$ cat config.mk
export PLATFORM = sky130hd
export DESIGN_NAME = rf_write_arbiter
export DESIGN_NICKNAME = d
export VERILOG_FILES = /design/src/rtl/rf_write_arbiter.sv
export SDC_FILE = /design/constraint.sdc
export NUM_CORES = 1
export LEC_CHECK = 0
export BUFFER_PORTS_ARGS = -buffer_cell sky130_fd_sc_hd__buf_2
export CAP_MARGIN = 10
export CORE_MARGIN = 10
export CORE_UTILIZATION = 44
export CTS_CLUSTER_SIZE = 16
export DETAILED_ROUTE_END_ITERATION = 7
export PLACE_DENSITY = 0.91
export SYNTH_ARGS = -nofsm -noshare
export SYNTH_HDL_FRONTEND = slang
export SYNTH_SLANG_ARGS = --single-unit
$ cat constraint.sdc
create_clock -name clk -period 2.6 [get_ports clk]
set_input_delay 0.39 -clock clk [delete_from_list [all_inputs] [get_ports clk]]
set_output_delay 0.39 -clock clk [all_outputs]
set_load 0.03 [all_outputs]
$ cat src/rtl/rf_write_arbiter.sv
// rf_write_arbiter: round-robin arbiter sharing the register-file write port among writeback sources.
// Optional grant locking is compiled in with `define RF_ARB_LOCK_EN.
module rf_write_arbiter #(
    parameter int NUM_REQ  = 3,
    parameter int MAX_LOCK = 4
) (
    input  logic                   clk,
    input  logic                   rst,
    input  logic                   stall,
    input  logic [NUM_REQ-1:0]     req,
    input  logic [NUM_REQ-1:0]     req_lock,
    input  logic [3*NUM_REQ-1:0]   req_addr,
    input  logic [8*NUM_REQ-1:0]   req_data,
    output logic [NUM_REQ-1:0]     gnt,
    output logic                   rf_write_en,
    output logic [2:0]             rf_write_addr,
    output logic [7:0]             rf_in,
    output logic                   busy
);
    localparam int PW = $clog2(NUM_REQ);
    localparam int CW = $clog2(MAX_LOCK + 1);

    logic [PW-1:0] rr_ptr, rr_idx, gnt_idx;
    logic          rr_any, gnt_any;

    function automatic logic [PW-1:0] inc(input logic [PW-1:0] p);
        return (p == PW'(NUM_REQ - 1)) ? '0 : p + 1'b1;
    endfunction

    // Highest offset first so the nearest requester at or after rr_ptr wins.
    always_comb begin
        rr_any = 1'b0;
        rr_idx = rr_ptr;
        for (int k = NUM_REQ - 1; k >= 0; k--) begin
            if (req[(32'(rr_ptr) + k) % NUM_REQ]) begin
                rr_any = 1'b1;
                rr_idx = PW'((32'(rr_ptr) + k) % NUM_REQ);
            end
        end
    end

`ifdef RF_ARB_LOCK_EN
    logic [PW-1:0] owner;
    logic [CW-1:0] lock_cnt;

    always_comb begin
        gnt_any = ~rst & ~stall & (busy ? req[owner] : rr_any);
        gnt_idx = busy ? owner : rr_idx;
    end

    // A lock survives stalls; it ends on an unlocked grant, an idle owner or the grant limit.
    always_ff @(posedge clk or posedge rst) begin
        if (rst) begin
            rr_ptr   <= '0;
            busy     <= 1'b0;
            owner    <= '0;
            lock_cnt <= '0;
        end else if (busy) begin
            if (!stall) begin
                if (gnt_any && req_lock[owner] && lock_cnt != CW'(MAX_LOCK - 1)) begin
                    lock_cnt <= lock_cnt + 1'b1;
                end else begin
                    busy     <= 1'b0;
                    lock_cnt <= '0;
                    rr_ptr   <= inc(owner);
                end
            end
        end else if (gnt_any) begin
            rr_ptr <= inc(gnt_idx);
            if (req_lock[gnt_idx] && MAX_LOCK > 1) begin
                busy     <= 1'b1;
                owner    <= gnt_idx;
                lock_cnt <= CW'(1);
            end
        end
    end
`else
    logic lock_unused;
    assign lock_unused = ^{req_lock, CW'(MAX_LOCK)};
    assign busy        = 1'b0;

    always_comb begin
        gnt_any = ~rst & ~stall & rr_any;
        gnt_idx = rr_idx;
    end

    always_ff @(posedge clk or posedge rst) begin
        if (rst) rr_ptr <= '0;
        else if (gnt_any) rr_ptr <= inc(gnt_idx);
    end
`endif

    assign gnt = gnt_any ? NUM_REQ'(1) << gnt_idx : '0;

    always_ff @(posedge clk or posedge rst) begin
        if (rst) begin
            rf_write_en   <= 1'b0;
            rf_write_addr <= '0;
            rf_in         <= '0;
        end else begin
            rf_write_en <= gnt_any;
            if (gnt_any) begin
                rf_write_addr <= req_addr[3*gnt_idx +: 3];
                rf_in         <= req_data[8*gnt_idx +: 8];
            end
        end
    end
endmodule

==> metrics.yaml <==
clocking:
  clk_latency_ps: 270
  cts-root-buf: "clkbuf_4"
  path_clk_slew_ps: 90
  htreeDepth: 1
  cts_tree: "done"
  clockBufferDepth: 2
  cts.sinks: 14
  ctsHoldBuffers: 0
  cts_made_buffers: 3
sta:
  period_needed_ps: 2790
  fin_ws_ps: -191
  finalCritPeriodShare: 1.07
  finalHoldViolCount: 0
  drv_slew: 0
  setup-violations-final: 3
  slew_headroom: 0.641
  rsz0062_at_grt: "yes"
  skew_ps: 4.28
  worst-slew-pin-transition_ps: 538
  fmax_ghz: 0.358
synthesis:
  yosys_warnings: 0
  synth-seq-cells: 14
  ys_types: 31
  synthTopCellsByArea: "dfrtp_1 (33%), mux2i_1 (11%), o221ai_2 (11%)"
  yosysTopAreaCell: "dfrtp_1"
  syn_nets: 157
  synth_edf_count: 0
  syn-cell-area_sq_um: 1070
  synthCells: 112
  synthFlopType: "dfrtp_1"
  synth_top_area_share: 0.326
  synth.avg_cell_area_sq_um: 9.60
  synth_seq_area_share: 0.326
  async_flop_share: 1.00
pwr:
  clkPwrFrac: 0.074
  pwr-share-seq: 0.180
  p_per_area_nw_per_um2: 1310
  power_mw: 2.09
  switching_power_mw: 0.982
  ir_worst_vdd_uv: 772
  intPower_mw: 1.11
  p_comb_frac: 0.747
  p_sw_frac: 0.470
  p_leak_nw: 0.840
floorplanning:
  die_w_um: 69.4
  ios: 58
  dieHeight_um: 69.4
  core_sq_um: 2280
  floorplan.die_area_sq_um: 4820
  start_util: 0.472
  placementRows: 17
setup_path:
  crit_type: "reg -> out"
  start_kind: "flip-flop"
  worstReg2RegEnd: "rf_in[4]"
  path_max_fanout: 7
  crit_path_start: "rr_ptr[1]"
  rr_worst_depth: 10
  endpoint_kind: "primary output"
  r2r_start: "rr_ptr[1]"
  cp.required_ps: 2210
  crit_end: "gnt[1]"
  crit_arrival_ps: 2400
  r2r_slack_ps: 70
drt:
  dr.pass1.iters: 4
  routed_wl_um: 3710
  ant_nets: 0
  post-route-drc-count: 0
  vias: 1150
  first_iter_violations: 86
  wire_per_inst_um: 17.7
  drt-vias-per-instance: 5.50
layout:
  fillers: 148
  finish.instance_area_sq_um: 1600
  final-instance-count-excl-fill: 209
  antenna_cells: 0
  nets: 227
  drive_gt1_frac: 0.558
  final_core_util: 0.701
  area_delta_synth_final_pct: 48.5
grt:
  grt_pass1_vias: 1204
  grt_overflow: 0
  grt_antenna_before_repair: 0
  grt_pass1_wl_um: 5970
  grt_start_max_net_pins: 15
  grt_usage: 0.145
run_status:
  violations: "setup timing"
  outcome: "complete, but fails checks"
placement:
  dp.cells: 194
  dpl_worst_slack_ps: 59.0
  routabilityCongestion: 0.792
  hpwl_um: 2680
  port_buffers: 53
  postPlaceCellArea_sq_um: 1380
run:
  cap_viol_max_count: 0
min_path:
  hp-class: "in -> async"
==> sequential cells by signal (all words and copies together) (netlist names) <==
signal / cells
rf_in: 8
rf_write_addr: 3
rf_write_en: 1
rr_ptr: 2
==> critical path, stage by stage, from the launching register on <==
cell	delay, ps
dfrtp_1	420
buf_6	140
ha_4	240
buf_6	130
nor2_1	360
o21ai_0	260
a31o_4	290
nor2_1	100
buf_4	170
==> power by group through the flow <==
stage          Sequential, mW  Combinational [mW]  Clock (mW)
2_1_floorplan           0.536               0.777           0
3_3_place_gp            0.370                1.19           0
3_5_place_dp            0.371                1.24           0
4_1_cts                 0.365                1.40       0.157
5_1_grt                 0.387                1.67       0.170
6_report                0.375                1.56       0.154
==> cell families after synthesis <==
kind of cell	Yosys count	share of synthesized area
AO/OA/AOI/OAI	31	0.284
buffers and inverters	25	0.120
AND/OR/NAND/NOR	24	0.0990
multiplexers	14	0.133
flip-flops	14	0.326
adder cells (fa/ha/maj)	3	0.0349
other	1	0.00349
==> repair_timing <==
action	in CTS	in global routing
setup buffers	8	4
endpoints found under the setup margin	3	10
pin swaps	2	5
gates resized for setup	11	11
==> synth_stat cells (3+ instances only) <==
master     n
o221ai_2   8
buf_4      3
inv_1     17
mux2i_1   12
nor2_1     5
ha_1       3
o21ai_0    5
dfrtp_1   14
o221ai_1   3
a22o_1     3
nand2_1   13
a21oi_1    3
==> stage by stage <==
step | hold WS [ps] | TNS, ps
global route | 201 | -1020
detailed placement | 468 | 0
CTS | 173 | -266
global placement | 461 | 0
floorplan | 279 | -103
finish | 164 | -490
==> per-layer routing <==
| layer | routed length, um | share of wire | GRT usage |
|---|---|---|---|
| met2 | 1990 | 0.54 | 0.274 |
| met1 | 1380 | 0.37 | 0.150 |
| met4 | 89 | 0.024 | 0.0443 |
| met3 | 244 | 0.066 | 0.0357 |
| met5 | 0 | 0 | 0 |
==> how the worst min path moves through the flow <==
stage	slack, ps	end	start	cells after the start
3_5_place_dp	470	rf_in[3]	rst	2
3_3_place_gp	460	rf_in[3]	rst	2
5_1_grt	200	rf_in[3]	rst	2
4_1_cts	170	rf_in[3]	rst	2
2_1_floorplan	280	rf_in[0]	rst	1
6_report	160	rf_in[3]	rst	2
==> cell usage in the layout (no fill, tap or decap), types with 3 or more instances in the layout <==
cell type,netlist,final
nand2_1,13,13
mux2i_1,12,9
inv_1,17,14
nor2_1,5,5
buf_6,1,3
a22o_1,3,3
inv_2,2,5
dfrtp_1,14,13
buf_4,3,17
o221ai_1,3,3
o221ai_2,8,8
o21ai_0,5,5
clkbuf_4,0,3
buf_2,0,50
==> cell type report <==
type | instances | area [sq um] | area share
clock buffer | 4 | 36.3 | 0.0227
inverter | 19 | 71.3 | 0.0447
multi-input combinational | 73 | 671 | 0.420
sequential | 14 | 352 | 0.220
tap | 28 | 35.0 | 0.0219
timing repair buffer | 71 | 432 | 0.270
Note: power is estimated with default switching activity, not from simulation.
